===== src/rtl/ks_pkg.sv =====
// Shared definitions for the Karplus-Strong pluck filter slice.
// Contents: the default sample, delay and decay widths, the LFSR tap mask
// and default seed, the filter state encoding and the LFSR step function.
package ks_pkg;

  localparam int SAMPLE_W = 24;
  localparam int DELAY_W  = 10;
  localparam int DECAY_W  = 8;
  localparam int LFSR_W   = 24;

  // Right-shifting Galois form of x^24+x^23+x^22+x^17+1
  localparam logic [LFSR_W-1:0] LFSR_TAPS     = 24'hE10000;
  localparam logic [LFSR_W-1:0] LFSR_SEED_DEF = 24'hACE1F0;

  typedef enum logic [1:0] {
    IDLE   = 2'd0,
    EXCITE = 2'd1,
    RING   = 2'd2
  } state_t;

  // One Galois step. A nonzero state never maps to zero.
  function automatic logic [LFSR_W-1:0] lfsr_step(input logic [LFSR_W-1:0] v);
    logic [LFSR_W-1:0] nxt;
    nxt = {1'b0, v[LFSR_W-1:1]};
    if (v[0]) begin
      nxt = nxt ^ LFSR_TAPS;
    end else begin
      nxt = nxt;
    end
    return nxt;
  endfunction

endpackage


===== src/rtl/ks_pluck_filter_if.sv =====
// Sample-rate bus between the delay line/control logic and the pluck filter.
// Signals: pluck, delay, decay, atten and in flow into the filter; out and
// busy flow back. The drum input exists only when KS_DRUM_EN is defined.
// Modports: master (stimulus/control side), slave (the filter).
interface ks_pluck_filter_if
  #(parameter int SAMPLE_W = ks_pkg::SAMPLE_W,
    parameter int DELAY_W  = ks_pkg::DELAY_W,
    parameter int DECAY_W  = ks_pkg::DECAY_W);

  logic                       pluck;
  logic        [DELAY_W-1:0]  delay;
  logic        [DECAY_W-1:0]  decay;
  logic        [2:0]          atten;
  logic signed [SAMPLE_W-1:0] in;
  logic signed [SAMPLE_W-1:0] out;
  logic                       busy;
`ifdef KS_DRUM_EN
  logic                       drum;
`endif

  modport master (
    output pluck, delay, decay, atten, in,
`ifdef KS_DRUM_EN
    output drum,
`endif
    input  out, busy
  );

  modport slave (
    input  pluck, delay, decay, atten, in,
`ifdef KS_DRUM_EN
    input  drum,
`endif
    output out, busy
  );

endinterface


===== src/rtl/ks_lfsr.sv =====
// Free-running 24-bit Galois noise LFSR for the pluck burst.
// Ports: clk (advance edge), rst_n (async active-low, loads SEED),
// en (advance when high), value (current LFSR state).
module ks_lfsr
  import ks_pkg::*;
  #(parameter logic [LFSR_W-1:0] SEED = LFSR_SEED_DEF)
  (
    input  logic              clk,
    input  logic              rst_n,
    input  logic              en,
    output logic [LFSR_W-1:0] value
  );

  // LFSR state register
  always_ff @(posedge clk or negedge rst_n) begin
    if (!rst_n) begin
      value <= SEED;
    end else if (en) begin
      value <= lfsr_step(value);
    end else begin
      value <= value;
    end
  end

endmodule


===== src/rtl/ks_pluck_filter.sv =====
// Karplus-Strong feedback stage: takes the delay-line output sample and
// produces the next sample written back. A pluck injects one period of
// LFSR noise, after which a two-tap average scaled by decay/256 rings out.
// Ports: lrck (sample clock), rst_n (async active-low reset),
// bus (ks_pluck_filter_if.slave: pluck, delay, decay, atten, in -> out, busy).
// Optional build macro KS_DRUM_EN adds bus.drum: in RING with drum high the
// output is negated (saturating) whenever LFSR bit 0 is set.
module ks_pluck_filter
  import ks_pkg::*;
  #(parameter int                SAMPLE_W  = ks_pkg::SAMPLE_W,
    parameter int                DELAY_W   = ks_pkg::DELAY_W,
    parameter int                DECAY_W   = ks_pkg::DECAY_W,
    parameter logic [LFSR_W-1:0] LFSR_SEED = 24'hACE1F0)
  (
    input logic                lrck,
    input logic                rst_n,
    ks_pluck_filter_if.slave   bus
  );

  localparam int PROD_W = SAMPLE_W + DECAY_W + 2;
  localparam logic [DELAY_W-1:0] CNT_ONE = {{(DELAY_W-1){1'b0}}, 1'b1};
  localparam logic signed [SAMPLE_W-1:0] S_MIN = {1'b1, {(SAMPLE_W-1){1'b0}}};
  localparam logic signed [SAMPLE_W-1:0] S_MAX = {1'b0, {(SAMPLE_W-1){1'b1}}};

  state_t                     state_r;
  logic        [DELAY_W-1:0]  cnt_r;
  logic signed [SAMPLE_W-1:0] prev_in_r;
  logic signed [SAMPLE_W-1:0] out_r;
  logic                       pluck_q_r;

  logic        [LFSR_W-1:0]   lfsr_s;
  logic                       pluck_edge_s;
  logic        [DELAY_W-1:0]  load_s;
  logic signed [SAMPLE_W-1:0] noise_s;
  logic signed [SAMPLE_W:0]   sum_s;
  logic signed [SAMPLE_W:0]   avg_s;
  logic signed [PROD_W-1:0]   prod_s;
  logic signed [SAMPLE_W-1:0] ring_s;
  logic signed [SAMPLE_W-1:0] ring_fb_s;
  logic                       unused_prod_s;

  ks_lfsr #(.SEED(LFSR_SEED)) u_lfsr (
    .clk   (lrck),
    .rst_n (rst_n),
    .en    (1'b1),
    .value (lfsr_s)
  );

  assign pluck_edge_s = bus.pluck & ~pluck_q_r;
  // A zero period still produces one burst sample
  assign load_s  = (bus.delay == {DELAY_W{1'b0}}) ? CNT_ONE : bus.delay;
  assign noise_s = SAMPLE_W'($signed(lfsr_s)) >>> bus.atten;

  // Two-tap average with floor, then gain; bits [SAMPLE_W+7:8] are prod >>> 8.
  // |avg| < 2^23 and decay < 256 keep the result inside SAMPLE_W bits.
  assign sum_s  = $signed({bus.in[SAMPLE_W-1], bus.in})
                + $signed({prev_in_r[SAMPLE_W-1], prev_in_r});
  assign avg_s  = sum_s >>> 1'd1;
  assign prod_s = PROD_W'(avg_s) * PROD_W'($signed({1'b0, bus.decay}));
  assign ring_s = prod_s[SAMPLE_W+7:8];
  assign unused_prod_s = ^{prod_s[PROD_W-1:SAMPLE_W+8], prod_s[7:0]};

`ifdef KS_DRUM_EN
  // Drum variant: random sign flip, saturating the one unnegatable value
  always_comb begin
    ring_fb_s = ring_s;
    if (bus.drum && lfsr_s[0]) begin
      if (ring_s == S_MIN) begin
        ring_fb_s = S_MAX;
      end else begin
        ring_fb_s = -ring_s;
      end
    end else begin
      ring_fb_s = ring_s;
    end
  end
`else
  assign ring_fb_s = ring_s;
`endif

  // Filter FSM, burst counter, input history and registered output
  always_ff @(posedge lrck or negedge rst_n) begin
    if (!rst_n) begin
      state_r   <= IDLE;
      cnt_r     <= {DELAY_W{1'b0}};
      prev_in_r <= {SAMPLE_W{1'b0}};
      out_r     <= {SAMPLE_W{1'b0}};
      pluck_q_r <= 1'b0;
    end else begin
      pluck_q_r <= bus.pluck;
      prev_in_r <= bus.in;
      case (state_r)
        IDLE: begin
          out_r <= {SAMPLE_W{1'b0}};
          if (pluck_edge_s) begin
            state_r <= EXCITE;
            cnt_r   <= load_s;
          end else begin
            state_r <= IDLE;
            cnt_r   <= cnt_r;
          end
        end
        EXCITE: begin
          out_r <= noise_s;
          if (pluck_edge_s) begin
            state_r <= EXCITE;
            cnt_r   <= load_s;
          end else if (cnt_r == CNT_ONE) begin
            state_r <= RING;
            cnt_r   <= cnt_r - CNT_ONE;
          end else begin
            state_r <= EXCITE;
            cnt_r   <= cnt_r - CNT_ONE;
          end
        end
        RING: begin
          out_r <= ring_fb_s;
          if (pluck_edge_s) begin
            state_r <= EXCITE;
            cnt_r   <= load_s;
          end else begin
            state_r <= RING;
            cnt_r   <= cnt_r;
          end
        end
        default: begin
          state_r <= IDLE;
          cnt_r   <= {DELAY_W{1'b0}};
          out_r   <= {SAMPLE_W{1'b0}};
        end
      endcase
    end
  end

  assign bus.out  = out_r;
  assign bus.busy = (state_r == EXCITE);

endmodule


===== src/flat_wrapper.sv =====
// flat-port wrapper written by rule: the top's interface ports become plain ports
module ks_pluck_filter_flat import ks_pkg::*;
#(parameter int                SAMPLE_W  = ks_pkg::SAMPLE_W,
    parameter int                DELAY_W   = ks_pkg::DELAY_W,
    parameter int                DECAY_W   = ks_pkg::DECAY_W,
    parameter logic [LFSR_W-1:0] LFSR_SEED = 24'hACE1F0)
  (lrck, rst_n, bus_pluck, bus_delay, bus_decay, bus_atten, bus_in, bus_out, bus_busy);
  ks_pluck_filter_if #(.SAMPLE_W(SAMPLE_W), .DELAY_W(DELAY_W), .DECAY_W(DECAY_W)) bus_i ();
  input logic lrck;
  input logic rst_n;
  input wire logic [$bits(bus_i.pluck)-1:0] bus_pluck;
  input wire logic [$bits(bus_i.delay)-1:0] bus_delay;
  input wire logic [$bits(bus_i.decay)-1:0] bus_decay;
  input wire logic [$bits(bus_i.atten)-1:0] bus_atten;
  input wire logic [$bits(bus_i.in)-1:0] bus_in;
  output wire logic [$bits(bus_i.out)-1:0] bus_out;
  output wire logic [$bits(bus_i.busy)-1:0] bus_busy;
  assign bus_i.pluck = bus_pluck;
  assign bus_i.delay = bus_delay;
  assign bus_i.decay = bus_decay;
  assign bus_i.atten = bus_atten;
  assign bus_i.in = bus_in;
  assign bus_out = bus_i.out;
  assign bus_busy = bus_i.busy;
  ks_pluck_filter #(.SAMPLE_W(SAMPLE_W), .DELAY_W(DELAY_W), .DECAY_W(DECAY_W), .LFSR_SEED(LFSR_SEED)) u_core (.lrck(lrck), .rst_n(rst_n), .bus(bus_i));
endmodule

===== config.mk =====
export PLATFORM = sky130hd
export DESIGN_NAME = ks_pluck_filter_flat
export DESIGN_NICKNAME = d
export VERILOG_FILES = /design/src/rtl/ks_pkg.sv /design/src/rtl/ks_pluck_filter_if.sv /design/src/rtl/ks_lfsr.sv /design/src/rtl/ks_pluck_filter.sv /design/src/flat_wrapper.sv
export SDC_FILE = /design/constraint.sdc
export NUM_CORES = 1
export LEC_CHECK = 0
export CORE_ASPECT_RATIO = 1.5
export CORE_UTILIZATION = 40
export DETAILED_ROUTE_END_ITERATION = 10
export MAX_ROUTING_LAYER = met4
export PLACE_DENSITY = 0.58
export SLEW_MARGIN = 0
export SYNTH_ARGS = -nofsm -noshare
export SYNTH_HDL_FRONTEND = slang
export SYNTH_HIERARCHICAL = 1
export SYNTH_SLANG_ARGS = --single-unit

===== constraint.sdc =====
create_clock -name lrck -period 17.3 [get_ports lrck]
set_clock_uncertainty 0.2 [all_clocks]
set_input_delay 1.73 -clock lrck [delete_from_list [all_inputs] [get_ports lrck]]
set_output_delay 1.73 -clock lrck [all_outputs]
set_load 0.05 [all_outputs]

# Word level (Yosys, flattened, before mapping)
# Index checks and enable logic that the tools add are counted.
[totals] ff_bits=85 elab_cells=31
[op_classes] add_sub_neg=2 n_mul=1 n_eq_ne=4 shifts=1 muxes=11 n_bitwise=3 n_reduce_logical=3
[op_table] cell="24-bit case mux with 2 select lines" count=1
[op_table] cell="24-bit by 9-bit multiplier with 32-bit output" count=1
[op_table] cell="10-bit two-way mux" count=3
[op_table] cell="24-bit by 24-bit adder with 25-bit output" count=1
[op_table] cell="24-bit two-way mux" count=1
[op_table] cell="24-bit by 3-bit >>> shifter with 24-bit output" count=1
[op_table] cell="10-bit case mux with 2 select lines" count=1
[op_table] cell="10-bit by 1-bit equality test with 1-bit output (second input constant)" count=1
[op_table] cell="10-bit logical NOT" count=1
[op_table] cell="10-bit by 1-bit subtractor with 10-bit output (second input constant)" count=1
[op_table] cell="2-bit two-way mux" count=3
[op_table] cell="2-bit case mux with 3 select lines" count=1
[op_table] cell="3-bit inverter with 4-bit output" count=1
[op_table] cell="2-bit by 1-bit equality test with 1-bit output (second input constant)" count=1
[op_table] cell="2-bit equality test (second input constant)" count=1
[op_table] cell="2-bit logical NOT" count=1
[op_table] cell="2-bit by 1-bit != test with 1-bit output (second input constant)" count=1
[op_table] cell="2-bit OR reduction" count=1
[op_table] cell="1-bit AND" count=1
[op_table] cell="1-bit two-way mux" count=1
[op_table] cell="1-bit inverter" count=1

# Logic depth before layout (Yosys ltp)
# Gate-level depths: netlist (run 1).
[logic_depth] word_depth=4 mapped_depth=27

# Hierarchy
# The synthesis (run 1) kept the hierarchy.
[modules_own_cells] module="ks_pluck_filter" instances=1 cells_each=1204 area_per_inst_um2=10687.8
[modules_own_cells] module="ks_lfsr" instances=1 cells_each=57 area_per_inst_um2=999.7

# Worst setup path after synthesis (run 1)
# No wires, ideal clock.
[synth_path] kind="input to register" from="input bus_in[2]" to="register u_core.out_r[22], in the netlist u_core/bus.out[22]" setup_ns=0.131 arrival_ns=7.687 required_time_ns=16.969 slack_ns=9.281 cell_stages=25 n_path_buf=1 cell_sequence="ha_1 nor2b_1 o21a_1 o211ai_1 a31oi_1 a221oi_1 nand3b_1 nand3_1 and2_1 fa_1 fa_1 fa_1 inv_1 fa_1 inv_1 ha_1 clkbuf_1 nand2_1 o21ai_0 o41ai_1 o21ai_0 a21o_1 a311oi_4 nor4b_1 or3_1"
[synth_via] elab_chain_len=3
[synth_lines] item="start, declared" line_no="flat_wrapper.sv:15" text="input wire logic [$bits(bus_i.in)-1:0] bus_in;"
[synth_lines] item="24-bit by 24-bit adder with 25-bit output" line_no="ks_pluck_filter.sv:57" text="+ $signed({prev_in_r[SAMPLE_W-1], prev_in_r});"
[synth_lines] item="24-bit by 9-bit multiplier with 32-bit output" line_no="ks_pluck_filter.sv:59" text="assign prod_s = PROD_W'(avg_s) * PROD_W'($signed({1'b0, bus.decay}));"
[synth_lines] item="24-bit case mux with 2 select lines" line_no="ks_pluck_filter.sv:92" text="case (state_r)"
[synth_lines] item="end signal, assigned" line_no="ks_pluck_filter.sv:87" text="out_r <= {SAMPLE_W{1'b0}};"
[synth_lines] item="end signal, assigned" line_no="ks_pluck_filter.sv:94" text="out_r <= {SAMPLE_W{1'b0}};"
[synth_lines] item="end signal, assigned" line_no="ks_pluck_filter.sv:104" text="out_r <= noise_s;"
[synth_lines] item="end, declared" line_no="ks_pluck_filter.sv:28" text="logic signed [SAMPLE_W-1:0] out_r;"
# Every way passes these cells.
# A chain may end at the register's enable or synchronous reset.

# Worst setup path after layout (run 1)
[layout_path] from="input bus_in[1]" to="register u_core.out_r[22], in the netlist u_core/bus.out[22]"
# The elaborated chain is that of the path after synthesis.

==> flow_summary.json, run 1 <==
{
  "cts-root-to-sink-buffers": 2,
  "worst_path_max_delay_cell": "sky130_fd_sc_hd__xnor2_1",
  "max_slew_margin_pct": 23.32,
  "hold_viol_final": 0,
  "grt_pass1_wl_um": 45410,
  "io-pin-count": 73,
  "ys_ff_latch": 85,
  "finalMaxSlewViolations": 0,
  "achievable-frequency_ghz": 0.1107,
  "routed_via_count": 8601,
  "run_status": "finished, final reports clean",
  "drive_gt1_share_pct": 6.799,
  "insertedDiodeCount": 0,
  "synth_nets": 1545,
  "detail_route.iter0.violations": 295,
  "buffer_ports.inserted": 72,
  "gp_congestion": 0.8686,
  "final.setup.tns_ns": 0,
  "postCtsSetupRepairBufs": 0,
  "timing.setup.critical_path_class": "in -> reg",
  "tritoncts": "built",
  "cp_slowest_stage_delay_ns": 0.66,
  "full_die_area_sq_um": 29920,
  "crit_top_cell": "sky130_fd_sc_hd__fa_1",
  "die_x_um": 141.6,
  "final_common_cell": "sky130_fd_sc_hd__inv_1",
  "fp-row-count": 76,
  "die_h_um": 211.4,
  "worst-slew-pin-transition_ns": 1.147,
  "worst_setup_path_end_kind": "flip-flop",
  "utilization_pct": 45.46,
  "first_pass_iters": 5,
  "synth.yosys.seq_area_share_pct": 18.33,
  "final.fill_count": 2856,
  "synth-async-reset-ratio_pct": 100.0,
  "cts_num_sinks": 85,
  "final_antenna_net_count": 0,
  "tritoncts.num_buffers": 9,
  "nNetsFinal": 1588,
  "syn-mean-instance-area_sq_um": 9.268,
  "pin_count_of_the_biggest_net_entering_global_routing": 53,
  "initial_cell_density_of_the_core_pct": 40.70,
  "grt_util_all_layers_pct": 19.76,
  "finalCritPeriodShare_pct": 52.23,
  "setup_repair_after_global_routing_missed_its_margin": "false",
  "crit_fanout": 8,
  "overflow": 0,
  "post_route_drc": 0,
  "max-cap-violations": 0,
  "routed_wl_um": 26360,
  "synthDistinctLibCells": 82,
  "grt_pass1_vias": 9302,
  "average_routed_wire_per_standard_cell_um": 15.51,
  "min_period_ns": 9.036,
  "cp_data_required_time_ns": 17.35,
  "yosysWarningCount": 6,
  "clkSlewWorstSetupHoldPaths_ns": 0.06,
  "min_delay_path_class": "reg -> reg",
  "worst-endpoint-arrival_ns": 9.09,
  "postSynth.topFlopCell": "sky130_fd_sc_hd__dfrtp_1",
  "cts.repair.resized": 0,
  "synth.cell_area_sq_um": 11690,
  "viasPerCell": 5.062,
  "setup_violations_final": 0,
  "flow.area_growth_from_synthesis_pct": 11.69,
  "antenna_found_initial": 0,
  "cts_root_buffer": "sky130_fd_sc_hd__clkbuf_16",
  "worst_skew_pair.late_latency_ns": 0.38,
  "layout_common_cells": "sky130_fd_sc_hd__inv_1 (212), sky130_fd_sc_hd__fa_1 (148), sky130_fd_sc_hd__nand2_1 (123), sky130_fd_sc_hd__and2_1 (92), sky130_fd_sc_hd__ha_1 (88)",
  "cts_htree_levels": 3,
  "crit_path_start_kind": "primary input",
  "dp_hpwl_um": 21020,
  "cts_hold_buf": 0,
  "synth_edf_count": 0,
  "synthesized_instance_count": 1261,
  "fp.coreArea_sq_um": 28720
}
[worst max-delay path: cells and delay by family]
| family | cells | cell delay, ns |
|---|---|---|
| AO/OA/AOI/OAI | 10 | 2.37 |
| XOR/XNOR | 1 | 0.66 |
| adder cells (fa/ha/maj) | 6 | 2.80 |
| AND/OR/NAND/NOR | 4 | 0.85 |
| buffers and inverters | 4 | 0.67 |
[layout make-up]
cell class	count	area, sq um	share of cell area [%]
multi-input cells	917	8539	65.42
flip-flops and latches	85	2142	16.41
inverters	214	803.3	6.154
repair buffers	77	755.7	5.789
well taps	390	488.0	3.738
clock buffers	11	242.7	1.859
clock inverters	5	82.58	0.6326
[cells by family after synthesis]
group           count (synthesis)  share of synthesized area (%)
xor+xnor                       50                          3.940
buf+inv                       259                          8.607
compound gates                197                          11.26
simple gates                  358                          15.80
mux                            75                          7.258
fa+ha+maj                     236                          34.77
flops                          85                          18.33
other cells                     1                        0.03209
[synthesized netlist by cell type (all sizes together), types with 5 or more instances]
cell    number  area, sq um
inv        214        803.3
fa         148         2963
nand2      124        468.0
and2        92        575.6
ha          88         1101
dfrtp       73         1827
a21oi       58        301.5
mux2i       48        480.5
o21ai       47        239.0
nor2        39        146.4
clkbuf      38        142.6
xnor2       32        295.3
mux2        26        345.3
nor2b       23        143.9
nor3        23        120.1
a21o        20        155.2
xor2        18        165.2
o22ai       15        93.84
dfstp       12        315.3
a22oi       10        75.07
nand3       10        50.05
nand3b       8        60.06
buf          7        60.06
nand2b       7        43.79
nand4        5        31.28
o21bai       5        41.29
[worst paths after layout]
kind | from | end | slack (ns) | cells past startpoint
max in group asynchronous | rst_n | u_core/bus.out[2] | 14.69 | 2
setup / recovery | bus_in[1] | u_core/bus.out[22] | 8.26 | 25
hold reg to reg | u_core/cnt_r[6] | u_core/cnt_r[6] | 0.31 | 2
hold / removal | u_core/cnt_r[6] | u_core/cnt_r[6] | 0.31 | 2
min in group asynchronous | rst_n | u_core/cnt_r[0] | 1.10 | 1
setup reg to reg | u_core/prev_in_r[1] | u_core/bus.out[22] | 9.83 | 24
[state kept, by name, indices dropped and copies added (netlist names)]
name	flops
u_core/bus.out	24
u_core/state_r	2
u_core/u_lfsr/value	24
u_core/prev_in_r	24
u_core/pluck_q_r	1
u_core/cnt_r	10
[metrics by stage]
stage	hold WS, ns	instance area (sq um)	setup slack (ns)	std cells
2_1_floorplan	0.2632	11690	9.281	1261
3_3_place_gp	0.2852	12730	7.919	1683
3_5_place_dp	0.2904	12730	7.845	1683
4_1_cts	0.3056	13050	8.233	1699
5_1_grt	0.3465	13050	7.840	1699
6_report	0.3094	13050	8.264	1699
[per-layer routing]
metal  wire (um)  track usage [%]
met2       13460            34.45
met3         766            2.601
met4         573            7.082
met5           0                -
met1       11560            23.20
Power of run 1 is left out: the tool's default activity adds up to more than one toggle a clock period on the data nets, which glitch-free logic cannot reach.
==> run 2: changes to the inputs <==
--- a/config.mk
+++ b/config.mk
@@ -9,7 +9,7 @@
 export CORE_UTILIZATION = 40
 export DETAILED_ROUTE_END_ITERATION = 10
 export MAX_ROUTING_LAYER = met4
-export PLACE_DENSITY = 0.58
+export PLACE_DENSITY = 0.6
 export SLEW_MARGIN = 0
 export SYNTH_ARGS = -nofsm -noshare
 export SYNTH_HDL_FRONTEND = slang
==> constraint.sdc (replaced) <==
create_clock -name lrck -period 8.2 [get_ports lrck]
set_clock_uncertainty 0.2 [all_clocks]
set_input_delay 0.82 -clock lrck [delete_from_list [all_inputs] [get_ports lrck]]
set_output_delay 0.82 -clock lrck [all_outputs]
set_load 0.05 [all_outputs]
==> run 2 against run 1 <==
Compared with the run above:
- clock-buffer cell count down 1
- global-route usage shrank 0.48 points
- via count increased by 1.5%
- core utilization up 0.46 points
- routed wire length about the same
- largest cell class unchanged
==> flow_summary.json, run 2 (same netlist as run 1, synthesis figures left out) <==
{
  "detail_route.iter0.violations": 329,
  "ff2ff_path_depth": 26,
  "run_status": "finished, final reports clean",
  "drive_gt1_share_pct": 8.483,
  "grt_pass1_wl_um": 44530,
  "max-cap-violations": 0,
  "finalMaxSlewViolations": 0,
  "cts_num_sinks": 85,
  "io-pin-count": 73,
  "post_route_drc": 0,
  "final_common_cell": "sky130_fd_sc_hd__inv_1",
  "routed_wl_um": 26330,
  "min_period_ns": 7.785,
  "insertedDiodeCount": 0,
  "cts-root-to-sink-buffers": 2,
  "final.setup.tns_ns": 0,
  "worst_setup_path_end_kind": "flip-flop",
  "cts_root_buffer": "sky130_fd_sc_hd__clkbuf_16",
  "flow.area_growth_from_synthesis_pct": 12.83,
  "worstReg2RegEnd": "u_core/bus.out[22]",
  "cts_hold_buf": 0,
  "setup_violations_final": 0,
  "achievable-frequency_ghz": 0.1285,
  "full_die_area_sq_um": 29920,
  "grt_pass1_vias": 9277,
  "antenna_found_initial": 0,
  "max_slew_margin_pct": 20.58,
  "grt_util_all_layers_pct": 19.28,
  "final.fill_count": 2818,
  "final_antenna_net_count": 0,
  "tritoncts": "built",
  "clkSlewWorstSetupHoldPaths_ns": 0.06,
  "die_x_um": 141.6,
  "rr_startpoint": "u_core/prev_in_r[2]",
  "die_h_um": 211.4,
  "tritoncts.num_buffers": 9,
  "postCtsSetupRepairBufs": 0,
  "worst_skew_pair.late_latency_ns": 0.36,
  "fp.coreArea_sq_um": 28720,
  "initial_cell_density_of_the_core_pct": 40.70,
  "pin_count_of_the_biggest_net_entering_global_routing": 53,
  "cts.repair.resized": 0,
  "layout_common_cells": "sky130_fd_sc_hd__inv_1 (212), sky130_fd_sc_hd__fa_1 (148), sky130_fd_sc_hd__nand2_1 (123), sky130_fd_sc_hd__and2_1 (92), sky130_fd_sc_hd__ha_1 (88)",
  "crit_fanout": 8,
  "average_routed_wire_per_standard_cell_um": 15.29,
  "gp_congestion": 0.8636,
  "worst-endpoint-arrival_ns": 7.81,
  "dp_hpwl_um": 21030,
  "worst-slew-pin-transition_ns": 1.188,
  "routed_via_count": 8726,
  "fp-row-count": 76,
  "crit_path_start_kind": "primary input",
  "first_pass_iters": 4,
  "buffer_ports.inserted": 72,
  "finalCritPeriodShare_pct": 94.94,
  "ff2ff_setup_slack_ns": 0.97,
  "min_delay_path_class": "in -> async",
  "hold_viol_final": 0,
  "overflow": 0,
  "viasPerCell": 5.067,
  "nNetsFinal": 1611,
  "cts_htree_levels": 3,
  "cp_data_required_time_ns": 8.23,
  "timing.setup.critical_path_class": "in -> reg",
  "setup_repair_after_global_routing_missed_its_margin": "false"
}
==> run 2: cell type report <==
type / instances / area [sq um] / share of cell area, %
Clock buffer: 10 / 239.0 / 1.812
Clock inverter: 6 / 46.29 / 0.3511
Inverter: 214 / 803.3 / 6.092
Multi-Input combinational cell: 917 / 8539 / 64.76
Sequential cell: 85 / 2142 / 16.24
Tap cell: 390 / 488.0 / 3.701
Timing Repair Buffer: 100 / 928.4 / 7.041
==> run 2: critical path, cell delays in order <==
cell and delay (ns):
sky130_fd_sc_hd__clkdlybuf4s50_1 0.43, sky130_fd_sc_hd__ha_1 0.37, sky130_fd_sc_hd__nor2b_1 0.16, sky130_fd_sc_hd__o21a_1 0.18
sky130_fd_sc_hd__o211ai_1 0.20, sky130_fd_sc_hd__a31oi_1 0.13, sky130_fd_sc_hd__buf_4 0.18, sky130_fd_sc_hd__a221oi_1 0.42
sky130_fd_sc_hd__o21ai_0 0.14, sky130_fd_sc_hd__nand3_1 0.22, sky130_fd_sc_hd__nand2_1 0.12, sky130_fd_sc_hd__fa_1 0.59
sky130_fd_sc_hd__inv_1 0.06, sky130_fd_sc_hd__fa_1 0.48, sky130_fd_sc_hd__fa_1 0.49, sky130_fd_sc_hd__inv_1 0.05
sky130_fd_sc_hd__fa_1 0.52, sky130_fd_sc_hd__inv_1 0.04, sky130_fd_sc_hd__ha_1 0.33, sky130_fd_sc_hd__a21oi_1 0.20
sky130_fd_sc_hd__o21ai_0 0.17, sky130_fd_sc_hd__o41ai_1 0.36, sky130_fd_sc_hd__o21ai_0 0.13, sky130_fd_sc_hd__a21o_1 0.26
sky130_fd_sc_hd__a311oi_4 0.28, sky130_fd_sc_hd__nor4b_1 0.08, sky130_fd_sc_hd__or3_1 0.38
==> run 2: worst max path at each step <==
| stage | startpoint | end | slack, ns | cells past startpoint |
|---|---|---|---|---|
| after detailed placement | bus_in[2] | u_core/bus.out[22] | 0.10 | 27 |
| after floorplan | bus_in[2] | u_core/bus.out[22] | 1.09 | 25 |
| after CTS | bus_in[2] | u_core/bus.out[22] | 0.49 | 27 |
| after global routing | bus_in[2] | u_core/bus.out[22] | 0.1 | 27 |
| after global placement | bus_in[2] | u_core/bus.out[22] | 0.26 | 27 |
| final | bus_in[2] | u_core/bus.out[22] | 0.42 | 27 |
==> run 2: per-stage QoR <==
stage / cell area [sq um] / cells / hold slack [ns] / setup slack (ns) / utilization (%)
finish: 13190 / 1722 / 0.2306 / 0.4153 / 45.92
global route: 13190 / 1722 / 0.2562 / 0.09864 / 45.92
CTS: 13190 / 1722 / 0.2353 / 0.4902 / 45.92
detailed placement: 12900 / 1706 / 0.2905 / 0.1033 / 44.92
global placement: 12900 / 1706 / 0.2830 / 0.2585 / 44.92
floorplan: 11690 / 1261 / 0.2632 / 1.091 / -
==> run 2: per-layer routing <==
metal | GRT usage (%) | part of all wire (%) | up-vias
met5 | - | 0 | -
met2 | 34.13 | 51 | 153
met4 | 6.934 | 2.7 | 0
met3 | 2.217 | 2.3 | 44
met1 | 22.39 | 44 | 4319
li1 | - | - | 4210
Power of run 2 is left out for the same reason.
